**src/rtl/add_round_key_stage_if.sv**
```systemverilog
// ============================================================================
// Module      : add_round_key_stage_if
// Description : Stream bundle for the AES AddRoundKey stage: input beat
//               (state, key, last) and output beat (state, round, last, err).
//               With ADD_ROUND_KEY_PARITY_EN defined, out_parity is added.
// Revision    : 1.0 - initial release
// ============================================================================
`default_nettype none

interface add_round_key_stage_if #(
    parameter int RW = 4
);
    logic                   in_valid;
    logic                   in_ready;
    logic [3:0][3:0][7:0]   in_state;
    logic [3:0][3:0][7:0]   in_key;
    logic                   in_last;
    logic                   out_valid;
    logic                   out_ready;
    logic [3:0][3:0][7:0]   out_state;
    logic [RW-1:0]          out_round;
    logic                   out_last;
    logic                   err;
`ifdef ADD_ROUND_KEY_PARITY_EN
    logic [3:0][3:0]        out_parity;
`endif

    // Stage side: consumes the input beat, produces the output beat.
    modport slave (
        input  in_valid, in_state, in_key, in_last, out_ready,
        output in_ready, out_valid, out_state, out_round, out_last, err
`ifdef ADD_ROUND_KEY_PARITY_EN
        , output out_parity
`endif
    );

    // Environment side: produces the input beat, consumes the output beat.
    modport master (
        output in_valid, in_state, in_key, in_last, out_ready,
        input  in_ready, out_valid, out_state, out_round, out_last, err
`ifdef ADD_ROUND_KEY_PARITY_EN
        , input out_parity
`endif
    );
endinterface

`default_nettype wire

```
**src/rtl/add_round_key_stage.sv**
```systemverilog
// ============================================================================
// Module      : add_round_key_stage
// Description : Registered AES AddRoundKey stage. XORs the MixColumns state
//               with the round key, tags each beat with its round index and
//               forwards it through a 2-entry skid buffer (output register +
//               skid register) so in_ready depends on registered state only.
//               Optional: ADD_ROUND_KEY_PARITY_EN adds a per-byte even-parity
//               output stored alongside each beat.
// Revision    : 1.0 - initial release
// ============================================================================
`default_nettype none

module add_round_key_stage #(
    parameter int NR = 10,
    parameter int RW = 4
) (
    input  wire logic               clk,
    input  wire logic               rst,
    add_round_key_stage_if.slave    bus
);
    localparam logic [RW-1:0] c_NR = RW'(NR);

    typedef enum logic [1:0] {
        S_EMPTY = 2'd0,
        S_ONE   = 2'd1,
        S_TWO   = 2'd2
    } state_t;

    state_t                 r_state;
    state_t                 w_state_nxt;

    logic [3:0][3:0][7:0]   r_out_state;
    logic [RW-1:0]          r_out_round;
    logic                   r_out_last;
    logic [3:0][3:0][7:0]   r_skid_state;
    logic [RW-1:0]          r_skid_round;
    logic                   r_skid_last;
    logic [RW-1:0]          r_cnt;
    logic                   r_err;

    logic                   w_in_ready;
    logic                   w_out_valid;
    logic                   w_accept;
    logic                   w_drain;
    logic                   w_load_out;
    logic                   w_load_skid;
    logic                   w_out_from_skid;
    logic [3:0][3:0][7:0]   w_cap_state;

    // Storage occupancy alone decides the handshake outputs.
    assign w_in_ready  = (r_state != S_TWO);
    assign w_out_valid = (r_state != S_EMPTY);
    assign w_accept    = bus.in_valid & w_in_ready;
    assign w_drain     = w_out_valid & bus.out_ready;

    // AddRoundKey is a bytewise XOR; on packed arrays it is one wide XOR.
    assign w_cap_state = bus.in_state ^ bus.in_key;

    // Occupancy register.
    always_ff @(posedge clk or posedge rst) begin
        if (rst) r_state <= S_EMPTY;
        else     r_state <= w_state_nxt;
    end

    // Next occupancy and register load selects.
    always_comb begin
        w_state_nxt     = r_state;
        w_load_out      = 1'b0;
        w_load_skid     = 1'b0;
        w_out_from_skid = 1'b0;
        case (r_state)
            S_EMPTY: begin
                if (w_accept) begin
                    w_load_out  = 1'b1;
                    w_state_nxt = S_ONE;
                end
            end
            S_ONE: begin
                if (w_accept && w_drain) begin
                    w_load_out  = 1'b1;
                end else if (w_accept) begin
                    w_load_skid = 1'b1;
                    w_state_nxt = S_TWO;
                end else if (w_drain) begin
                    w_state_nxt = S_EMPTY;
                end
            end
            S_TWO: begin
                if (w_drain) begin
                    w_load_out      = 1'b1;
                    w_out_from_skid = 1'b1;
                    w_state_nxt     = S_ONE;
                end
            end
            default: w_state_nxt = S_EMPTY;
        endcase
    end

    // Output and skid payload registers; the output register only changes on
    // a load, which keeps the beat stable while the consumer stalls.
    always_ff @(posedge clk or posedge rst) begin
        if (rst) begin
            r_out_state  <= '0;
            r_out_round  <= '0;
            r_out_last   <= 1'b0;
            r_skid_state <= '0;
            r_skid_round <= '0;
            r_skid_last  <= 1'b0;
        end else begin
            if (w_load_out) begin
                r_out_state <= w_out_from_skid ? r_skid_state : w_cap_state;
                r_out_round <= w_out_from_skid ? r_skid_round : r_cnt;
                r_out_last  <= w_out_from_skid ? r_skid_last  : bus.in_last;
            end
            if (w_load_skid) begin
                r_skid_state <= w_cap_state;
                r_skid_round <= r_cnt;
                r_skid_last  <= bus.in_last;
            end
        end
    end

    // Round counter: restarts after a last beat, wraps with a sticky error
    // when a block runs past round NR without being closed.
    always_ff @(posedge clk or posedge rst) begin
        if (rst) begin
            r_cnt <= '0;
            r_err <= 1'b0;
        end else if (w_accept) begin
            if (bus.in_last) begin
                r_cnt <= '0;
            end else if (r_cnt == c_NR) begin
                r_cnt <= '0;
                r_err <= 1'b1;
            end else begin
                r_cnt <= r_cnt + 1'b1;
            end
        end
    end

    assign bus.in_ready  = w_in_ready;
    assign bus.out_valid = w_out_valid;
    assign bus.out_state = r_out_state;
    assign bus.out_round = r_out_round;
    assign bus.out_last  = r_out_last;
    assign bus.err       = r_err;

`ifdef ADD_ROUND_KEY_PARITY_EN
    logic [3:0][3:0]        w_cap_par;
    logic [3:0][3:0]        r_out_par;
    logic [3:0][3:0]        r_skid_par;

    for (genvar gr = 0; gr < 4; gr++) begin : g_par_row
        for (genvar gc = 0; gc < 4; gc++) begin : g_par_col
            assign w_cap_par[gr][gc] = ^w_cap_state[gr][gc];
        end
    end

    // Parity travels with its beat through the same two registers.
    always_ff @(posedge clk or posedge rst) begin
        if (rst) begin
            r_out_par  <= '0;
            r_skid_par <= '0;
        end else begin
            if (w_load_out)  r_out_par  <= w_out_from_skid ? r_skid_par : w_cap_par;
            if (w_load_skid) r_skid_par <= w_cap_par;
        end
    end

    assign bus.out_parity = r_out_par;
`endif

endmodule

`default_nettype wire

```
**src/flat_wrapper.sv**
```systemverilog
// flat-port wrapper written by rule: the top's interface ports become plain ports
module add_round_key_stage_flat 
#(
    parameter int NR = 10,
    parameter int RW = 4
)
  (clk, rst, bus_in_valid, bus_in_state, bus_in_key, bus_in_last, bus_out_ready, bus_in_ready, bus_out_valid, bus_out_state, bus_out_round, bus_out_last, bus_err);
  add_round_key_stage_if #(.RW(RW)) bus_i ();
  input  wire logic clk;
  input  wire logic rst;
  input wire logic [$bits(bus_i.in_valid)-1:0] bus_in_valid;
  input wire logic [$bits(bus_i.in_state)-1:0] bus_in_state;
  input wire logic [$bits(bus_i.in_key)-1:0] bus_in_key;
  input wire logic [$bits(bus_i.in_last)-1:0] bus_in_last;
  input wire logic [$bits(bus_i.out_ready)-1:0] bus_out_ready;
  output wire logic [$bits(bus_i.in_ready)-1:0] bus_in_ready;
  output wire logic [$bits(bus_i.out_valid)-1:0] bus_out_valid;
  output wire logic [$bits(bus_i.out_state)-1:0] bus_out_state;
  output wire logic [$bits(bus_i.out_round)-1:0] bus_out_round;
  output wire logic [$bits(bus_i.out_last)-1:0] bus_out_last;
  output wire logic [$bits(bus_i.err)-1:0] bus_err;
  assign bus_i.in_valid = bus_in_valid;
  assign bus_i.in_state = bus_in_state;
  assign bus_i.in_key = bus_in_key;
  assign bus_i.in_last = bus_in_last;
  assign bus_i.out_ready = bus_out_ready;
  assign bus_in_ready = bus_i.in_ready;
  assign bus_out_valid = bus_i.out_valid;
  assign bus_out_state = bus_i.out_state;
  assign bus_out_round = bus_i.out_round;
  assign bus_out_last = bus_i.out_last;
  assign bus_err = bus_i.err;
  add_round_key_stage #(.NR(NR), .RW(RW)) u_core (.clk(clk), .rst(rst), .bus(bus_i));
endmodule
```
**config.mk**
```make
export PLATFORM = sky130hd
export DESIGN_NAME = add_round_key_stage_flat
export DESIGN_NICKNAME = d
export VERILOG_FILES = /design/src/rtl/add_round_key_stage_if.sv /design/src/rtl/add_round_key_stage.sv /design/src/flat_wrapper.sv
export SDC_FILE = /design/constraint.sdc
export NUM_CORES = 1
export LEC_CHECK = 0
export CAP_MARGIN = 25
export CORE_MARGIN = 1.5
export CORE_UTILIZATION = 40
export DETAILED_ROUTE_END_ITERATION = 12
export PLACE_DENSITY = 0.73
export SLEW_MARGIN = 20
export SYNTH_ARGS = -nofsm -noshare
export SYNTH_HDL_FRONTEND = slang
export SYNTH_SLANG_ARGS = --single-unit
```
**constraint.sdc**
```tcl
create_clock -name clk -period 14 [get_ports clk]
set_input_delay 4.2 -clock clk [delete_from_list [all_inputs] [get_ports clk]]
set_output_delay 4.2 -clock clk [all_outputs]
set_load 0.03 [all_outputs]
```
==> out/results.tsv, run 1 <==
stage	metric	value	unit
synth	Ys Warns	0	
sta	Max Slew Vio Count	0	
power_and_ir_drop	register share of total power	39.3	%
die	Core Box Area	32700	um^2
power_and_ir_drop	clock share of power	24.9	%
grt	total grt overflow	0	
sta	RSZ-0062 raised after global routing	no	
synth	register area share after synthesis	51.2	%
power_and_ir_drop	internal power	2.08	mW
drt	DRC	0	
critical_path	Critical Path RT	14.43	ns
drt	Post-Route WL	30.1	mm
die	Die Wd	186	um
place	hpwl dp	21.2	mm
layout	Layout Cells excl Fill	1919	
sta	Tightest Pin Transition	1.02	ns
grt	largest net degree at the start of global routing	137	
layout	most common cell after layout, fill and taps aside	clkdlybuf4s50_1	
synth	Mapped Nets	1329	
synth	top cells by area, synth	dfrtp_1, mux2i_1, mux2_2	
die	die area	34500	um^2
synth	area leader, netlist	dfrtp_1	
sta	min cycle time layout	6.59	ns
drt	Detailed Route Iter0 Violations	281	
sta	hold slack	0.471	ns
power_and_ir_drop	power share of the combinational group	35.8	%
critical_path	Crit Path Class	primary input to flip-flop	
critical_path	depth of the worst register-to-register path	3	
min_path	Hold Path Depth	2	
drt	DR pass1 iterations	4	
clocking	CTS buffer count	31	
layout	share of layout cells above drive strength 1	13.9	%
grt	initial antenna violation count	0	
clocking	H-tree levels	1	
clocking	Root Buffer Master	clkbuf_16	
layout	Multi-input gate area	5510	um^2
die	Initial Util	40.8	%
place	Port Buf Inserts	396	
power_and_ir_drop	leakage	9.02	nW
power_and_ir_drop	VDD IR max	83.8	uV
drt	DR WL/cell	15.7	um
clocking	clock latency on the worst-skew pair	0.55	ns
sta	fmax	152	MHz
drt	vias	8904	
power_and_ir_drop	PD cells	168	nW/um^2
layout	Final Cell Area	18500	um^2
sta	Layout Skew	0.0118	ns
die	I/O pin total	397	
drt	post-route ant nets	0	
flow_run	max_cap viols	0	
sta	setup_tns	0	ns
clocking	CTS tree	built	
min_path	Tightest Hold Check Type	flip-flop to flip-flop	
sta	slew margin rel.	32.3	%
critical_path	CP Data Arrival Time	7.02	ns
power_and_ir_drop	Pwr Total	3.11	mW
synth	Distinct cells, synth	34	
clocking	hold buffers post-CTS	0	
power_and_ir_drop	P_sw	1.03	mW
layout	area delta synth->final	38.8	%
clocking	Longest Clk Path Bufs	3	
layout	number of fillers in the final layout	2793	
place	Routability Congestion	0.778	
layout	commonest non-fill, non-tap cells in the layout	clkdlybuf4s50_1, dfrtp_1, mux2i_1, mux2_2, inv_1	
grt	first-pass GRT wire length	47.1	mm
place	Placed Cells	1862	
run_status	outcome	complete, no violations	
sta	final hold viol count	0	
synth	Gate Count Post-Synth	1066	
die	row count	66	
clocking	Worst-path clk slew	0.06	ns
clocking	Post-CTS Setup Repair Bufs	0	
place	Post-DP Area	17500	um^2
synth	average size of a mapped cell	12.5	um^2
die	Die Ht	186	um
synth	flops & latches, synth	273	
power_and_ir_drop	switching share of power	33.2	%
critical_path	Worst setup SP type	primary input	
layout	area occupied by registers	6830	um^2
synth	Post-Syn Area	13300	um^2
sta	Finish-stage setup viols	0	
drt	vias per inst	4.64	
clocking	CTS resizes	0	
grt	number of global-route vias before repair	9081	
critical_path	CP max FO	40	
clocking	clock sink total	273	
critical_path	CP Capture Type	flip-flop	
layout	Diodes inserted	0	
synth	share of the synthesized area in the top cell type	51.2	%
sta	Tcrit/Tclk final	47.1	%
layout	fin nets	1719	
grt	Total GRT Usage	17.2	%
==> registers in the layout, summed over array words and instances, names as in the netlist <==
register	flops
u_core.bus.out_state	128
u_core.r_skid_state	128
u_core.bus.out_round	4
u_core.r_cnt	4
u_core.r_skid_round	4
u_core.r_state	2
u_core.bus.err	1
u_core.bus.out_last	1
u_core.r_skid_last	1
==> metrics by stage <==
step                      util [%]  setup WS (ns)
after global routing          56.6           7.26
final                         56.6           7.41
after floorplan                  -           2.28
after global placement        53.3           6.69
after detailed placement      53.4           6.81
after CTS                     56.4           7.40
==> synthesized netlist by cell type, drive strengths merged <==
master and count:
a21boi 1, a21oi 52, a311oi 1, and2b 1, and3b 1, and4bb 1, buf 51, clkbuf 1
dfrtp 273, ha 2, inv 133, mux2 143, mux2i 208, nand2 4, nand2b 1, nand3b 3
nand4 1, nor2 49, nor2b 1, nor3b 1, o211ai 1, o21ai 1, o21bai 1, o22ai 1
o2bb2ai 4, o31ai 1, or2 1, xnor2 49, xor2 79
==> layer usage <==
metal / GRT usage [%] / vias to the layer above / share of wire (%)
met5: 0 / - / 0
met4: 5.77 / 0 / 2.9
met3: 3.38 / 54 / 5.7
met2: 30.4 / 214 / 50
met1: 20.8 / 4330 / 41
li1: - / 4306 / -
==> power by group through the flow <==
stage | Clock [mW] | Combinational, mW | Sequential [mW]
after floorplan | 0 | 0.450 | 1.46
after global placement | 0 | 1.10 | 1.22
after detailed placement | 0 | 1.13 | 1.23
after CTS | 0.798 | 1.13 | 1.22
after global routing | 0.835 | 1.19 | 1.26
final | 0.776 | 1.12 | 1.22
==> final cells by class <==
cell class | count | share of cell area, %
Clock buffer | 47 | 4.95
Clock inverter | 7 | 0.345
Inverter | 133 | 2.74
Multi-Input combinational cell | 608 | 29.7
Sequential cell | 273 | 36.9
Tap cell | 442 | 2.99
Timing Repair Buffer | 409 | 22.4
==> cells by family (layout without fill, tap and decap cells) <==
kind of cell,Yosys count,in the layout,share of synthesized area (%)
compound gates,63,63,2.73
xor+xnor,128,128,8.40
fa+ha+maj,2,2,0.188
buf+inv,185,596,7.54
flops,273,273,51.2
mux,351,351,27.8
simple gates,64,64,2.12
==> critical path, cell delays in order <==
cell	delay [ns]
clkdlybuf4s50_1	0.68
mux2i_1	0.20
o2bb2ai_4	0.70
buf_4	0.52
buf_16	0.31
mux2_2	0.37
==> worst paths after layout <==
kind | start | end | slack (ns)
max | bus_in_valid | u_core.bus.out_state[57] | 7.41
min | u_core.bus.err | u_core.bus.err | 0.47
max reg2reg | u_core.r_state[1] | u_core.r_skid_state[122] | 11.30
min reg2reg | u_core.bus.err | u_core.bus.err | 0.47
max in group asynchronous | rst | u_core.bus.out_state[22] | 8.37
min in group asynchronous | rst | u_core.r_skid_state[54] | 4.09
Note: power is estimated with default switching activity, not from simulation.
==> run 2: changes to the inputs <==
Settings changed: PLACE_DENSITY 0.73 to 0.75.
Clock period 14 ns to 5.8 ns, I/O delays scaled along.
==> out/results.tsv, run 2 (synthesis gave the netlist of run 1 again) <==
stage	metric	value	unit	change
sta	Layout Skew	0.0121	ns	+0.000283 ns
sta	final hold viol count	0		unchanged
sta	setup_tns	0	ns	unchanged
clocking	hold buffers post-CTS	0		unchanged
drt	DRC	0		unchanged
die	I/O pin total	397		unchanged
grt	first-pass GRT wire length	47.4	mm	+0.47%
layout	area delta synth->final	38.5	%	
die	Core Box Area	32700	um^2	unchanged
clocking	CTS buffer count	31		unchanged
critical_path	depth of the worst register-to-register path	4		+1
critical_path	crit-path leading delay family	buffers and inverters		
layout	commonest non-fill, non-tap cells in the layout	clkdlybuf4s50_1, dfrtp_1, mux2i_1, mux2_2, inv_1		
critical_path	CP Capture Type	output pin		
die	Initial Util	40.8	%	unchanged
place	hpwl dp	21.2	mm	about the same
sta	Tcrit/Tclk final	67.1	%	
clocking	CTS resizes	0		unchanged
layout	number of fillers in the final layout	2821		+1.0%
min_path	Tightest Hold Check Type	flip-flop to flip-flop		
grt	initial antenna violation count	0		unchanged
clocking	Worst-path clk slew	0.06	ns	about the same
clocking	Post-CTS Setup Repair Bufs	0		unchanged
critical_path	CP Data Arrival Time	2.15	ns	-4.87 ns
sta	fmax	257	MHz	
clocking	H-tree levels	1		unchanged
drt	vias per inst	4.67		+0.59%
layout	fin nets	1716		-0.17%
sta	Final WS setup	1.91	ns	-5.51 ns
critical_path	crit path max-delay cell type	clkdlybuf4s50_1		
min_path	hold path endpoint	u_core.bus.err		
place	Place WS	1.57	ns	-5.24 ns
critical_path	CP max FO	8		-80%
grt	number of global-route vias before repair	9248		+1.8%
clocking	Root Buffer Master	clkbuf_16		
critical_path	Worst setup SP type	flip-flop		
power_and_ir_drop	leakage	8.99	nW	-0.40%
clocking	clock sink total	273		unchanged
drt	DR WL/cell	15.8	um	+0.35%
drt	Detailed Route Iter0 Violations	376		+34%
drt	Post-Route WL	30.2	mm	about the same
run_status	outcome	complete, no violations		
clocking	CTS tree	built		
critical_path	worst path bufs/invs	1		-2
critical_path	CP cell instances	nand2b_1 -> clkdlybuf4s50_1		
critical_path	RR Endpoint	u_core.bus.out_round[2]		
sta	min cycle time layout	3.89	ns	
die	Die Wd	186	um	unchanged
die	die area	34500	um^2	unchanged
sta	slew margin rel.	38.0	%	+5.7 points
sta	Max Slew Vio Count	0		unchanged
sta	Tightest Pin Transition	0.927	ns	-0.0889 ns
sta	Finish-stage setup viols	0		unchanged
critical_path	R2R Setup Slk	3.40	ns	-7.90 ns
power_and_ir_drop	VDD IR max	233	uV	+180%
critical_path	worst reg2reg path startpoint	u_core.r_state[0]		
grt	largest net degree at the start of global routing	129		-5.8%
critical_path	Max stage delay on crit path	0.79	ns	+0.09 ns
die	row count	66		unchanged
clocking	Longest Clk Path Bufs	3		unchanged
place	Port Buf Inserts	396		unchanged
place	Routability Congestion	0.760		-2.2%
layout	share of layout cells above drive strength 1	13.6	%	-0.36 points
min_path	hold path startpoint	u_core.bus.err		
power_and_ir_drop	PD cells	405	nW/um^2	+140%
drt	DR pass1 iterations	4		unchanged
critical_path	Crit Path Class	flip-flop to output pin		
drt	vias	8933		+0.33%
layout	Diodes inserted	0		unchanged
sta	RSZ-0062 raised after global routing	no		
grt	total grt overflow	0		unchanged
critical_path	Critical Path RT	4.06	ns	-10.37 ns
drt	post-route ant nets	0		unchanged
clocking	clock latency on the worst-skew pair	0.54	ns	about the same
layout	most common cell after layout, fill and taps aside	clkdlybuf4s50_1		
die	Die Ht	186	um	unchanged
grt	Total GRT Usage	17.3	%	+0.15 points
power_and_ir_drop	Pwr Total	7.48	mW	+140%
min_path	Hold Path Depth	2		unchanged
flow_run	max_cap viols	0		unchanged
run 2: cell count changes in the layout (fill, tap and decap cells not counted), moves of 2 or more:
cell        change
buf_12          +8
buf_4           -7
buf_16          -4
clkbuf_8        -3
clkinvlp_4      +2
run 2: worst min-delay path, stage by stage, from the launching register on:
cell	delay, ns
dfrtp_1	0.35
inv_1	0.04
o31ai_1	0.05
run 2: worst max path at each step:
stage	slack (ns)	cells past startpoint	from	to
floorplan	0.45	1	rst	u_core.bus.err
global placement	1.58	5	bus_out_ready	u_core.bus.out_round[1]
detailed placement	1.57	5	bus_out_ready	u_core.bus.out_round[2]
CTS	1.90	2	u_core.r_state[0]	bus_in_ready
global route	1.82	2	u_core.r_state[0]	bus_in_ready
finish	1.91	2	u_core.r_state[0]	bus_in_ready
run 2: stage by stage:
step | hold WS (ns) | util [%] | instance area (um^2) | std cells
after floorplan | 0.480 | - | 13300 | 1066
final | 0.474 | 56.5 | 18500 | 1914
after global placement | 0.455 | 53.6 | 17500 | 1862
after CTS | 0.477 | 56.5 | 18500 | 1914
after global routing | 0.505 | 56.5 | 18500 | 1914
after detailed placement | 0.462 | 53.6 | 17500 | 1862
run 2: per-layer routing:
| layer | vias to the layer above | part of all wire (%) | track usage [%] |
|---|---|---|---|
| li1 | 4288 | - | - |
| met1 | 4383 | 40 | 20.5 |
| met2 | 223 | 52 | 32.0 |
| met3 | 39 | 6.0 | 3.42 |
| met4 | 0 | 1.8 | 4.19 |
| met5 | - | 0 | 0 |
run 2: area by class of cell:
type	instances	area, um^2	share of cell area (%)
clock buffers	45	878	4.75
clock inverters	7	68.8	0.372
inverters	133	503	2.72
multi-input cells	608	5510	29.8
flip-flops and latches	273	6830	37.0
well taps	442	553	2.99
repair buffers	406	4140	22.4
run 2: report_power, final:
part / leakage [nW] / internal (mW) / switching (mW) / total (mW)
logic: 5.33 / 1.31 / 1.39 / 2.70
clock network: 0.465 / 1.08 / 0.748 / 1.83
registers: 3.19 / 2.59 / 0.363 / 2.95
==> run 3: changes to the inputs <==
Settings changed: PLACE_DENSITY 0.75 to 0.73.
Clock period 5.8 ns to 3.9 ns, I/O delays scaled along.
==> out/results.tsv, run 3 (synthesis gave the netlist of run 1 again) <==
stage	metric	value	unit	change
run_status	outcome	complete, no violations		
drt	vias per inst	4.63		-0.77%
critical_path	Crit Path Class	flip-flop to output pin		
critical_path	Worst setup SP type	flip-flop		
sta	Max Slew Vio Count	0		unchanged
clocking	CTS buffer count	29		-6.5%
critical_path	Critical Path RT	2.73	ns	-1.33 ns
clocking	Root Buffer Master	clkbuf_16		
drt	Post-Route WL	30.8	mm	+2.0%
die	Die Wd	186	um	unchanged
layout	share of layout cells above drive strength 1	14.4	%	+0.79 points
drt	Detailed Route Iter0 Violations	320		-15%
grt	Total GRT Usage	17.4	%	+0.13 points
grt	initial antenna violation count	0		unchanged
sta	Tightest Pin Transition	0.590	ns	-0.336 ns
sta	min cycle time layout	3.30	ns	
sta	fmax	303	MHz	
drt	vias	8943		+0.11%
place	Post-DP Area	17700	um^2	+0.86%
layout	commonest non-fill, non-tap cells in the layout	clkdlybuf4s50_1, dfrtp_1, mux2i_1, mux2_2, inv_1		
power_and_ir_drop	PD cells	599	nW/um^2	+48%
critical_path	CP max FO	8		unchanged
sta	Finish-stage setup viols	0		unchanged
critical_path	CP endpoint	bus_in_ready		
clocking	Worst-path clk slew	0.06	ns	about the same
critical_path	crit path from	u_core.r_state[0]		
drt	DR WL/cell	15.9	um	+1.1%
sta	final hold viol count	0		unchanged
grt	total grt overflow	0		unchanged
grt	number of global-route vias before repair	9389		+1.5%
sta	slew margin rel.	60.6	%	+23 points
power_and_ir_drop	leakage	9.07	nW	+0.95%
grt	largest net degree at the start of global routing	108		-16%
critical_path	depth of the worst register-to-register path	5		+1
place	Routability Congestion	0.753		-0.97%
layout	final core occ	57.0	%	+0.44 points
die	Initial Util	40.8	%	unchanged
critical_path	CP Data Arrival Time	2.13	ns	-0.02 ns
clocking	clock sink total	273		unchanged
clocking	CTS resizes	0		unchanged
critical_path	RR Endpoint	u_core.bus.out_state[35]		
drt	DRC	0		unchanged
clocking	H-tree levels	1		unchanged
layout	area delta synth->final	39.6	%	
clocking	CTS tree	built		
die	die area	34500	um^2	unchanged
critical_path	worst reg2reg path startpoint	u_core.r_state[0]		
place	Port Buf Inserts	396		unchanged
sta	Tcrit/Tclk final	84.7	%	
grt	first-pass GRT wire length	47.7	mm	+0.77%
layout	fin nets	1729		+0.76%
place	hpwl dp	22.4	mm	+5.6%
drt	DR pass1 iterations	4		unchanged
sta	Layout Skew	0.0190	ns	+0.00692 ns
clocking	Longest Clk Path Bufs	3		unchanged
critical_path	R2R Setup Slk	1.94	ns	-1.46 ns
die	I/O pin total	397		unchanged
sta	RSZ-0062 raised after global routing	no		
clocking	clock latency on the worst-skew pair	0.54	ns	about the same
flow_run	max_cap viols	0		unchanged
min_path	Tightest Hold Check Type	flip-flop to flip-flop		
die	Core Box Area	32700	um^2	unchanged
layout	Final Cell Area	18600	um^2	+0.79%
critical_path	CP Capture Type	output pin		
clocking	Post-CTS Setup Repair Bufs	0		unchanged
layout	most common cell after layout, fill and taps aside	clkdlybuf4s50_1		
clocking	hold buffers post-CTS	0		unchanged
die	Die Ht	186	um	unchanged
die	row count	66		unchanged
drt	post-route ant nets	0		unchanged
power_and_ir_drop	VDD IR max	308	uV	+32%
[run 3: cell count changes in the layout (fill, tap and decap cells not counted)]
cell,delta
buf_12,+3
buf_4,+12
clkbuf_1,+2
clkbuf_16,-2
clkbuf_8,+4
clkinv_2,-2
clkinvlp_4,-1
diode_2,+1
inv_6,+1
inv_8,-1
[run 3: area by class of cell]
| class | instances | area [um^2] |
|---|---|---|
| clock inverters | 4 | 48.8 |
| multi-input cells | 608 | 5510 |
| diodes | 1 | 2.50 |
| repair buffers | 421 | 4290 |
| flip-flops and latches | 273 | 6830 |
| well taps | 442 | 553 |
| inverters | 133 | 503 |
| fillers | 2740 | 14100 |
| clock buffers | 49 | 891 |
[run 3: per-layer routing]
metal  global-route usage [%]  vias up  routed length [um]
met5                        0        -                   0
met3                     3.37       47                1740
met4                     5.26        0                 907
met1                     20.3     4354               12200
li1                         -     4313                   -
met2                     32.3      229               15900
[run 3: metrics by stage]
stage	hold slack, ns	cells	setup TNS, ns	power, mW	worst slack [ns]
floorplan	0.480	1066	-240.08	6.85	-0.879
global placement	0.460	1877	0	8.40	0.670
detailed placement	0.455	1877	0	8.54	0.604
CTS	0.470	1930	0	11.3	0.582
global route	0.514	1930	0	11.8	0.513
finish	0.463	1931	0	11.2	0.598
[run 3: worst min-delay path by stage]
stage / depth (start not counted) / slack, ns / start / end
after floorplan: 1 / 0.48 / u_core.r_skid_state[100] / u_core.r_skid_state[100]
after global placement: 2 / 0.46 / u_core.bus.err / u_core.bus.err
after detailed placement: 2 / 0.46 / u_core.bus.err / u_core.bus.err
after CTS: 2 / 0.47 / u_core.bus.err / u_core.bus.err
after global routing: 1 / 0.51 / u_core.r_skid_state[117] / u_core.r_skid_state[117]
final: 2 / 0.46 / u_core.bus.err / u_core.bus.err
[run 3: worst max-delay path: stages (launching register included)]
cell and delay, ns:
dfrtp_1 0.49, nand2b_1 0.33, clkdlybuf4s50_1 0.77
[run 3: where the power goes]
| part | total, mW | switching (mW) | internal [mW] |
|---|---|---|---|
| logic | 4.06 | 2.09 | 1.97 |
| registers | 4.40 | 0.543 | 3.85 |
| clock network | 2.69 | 1.09 | 1.61 |
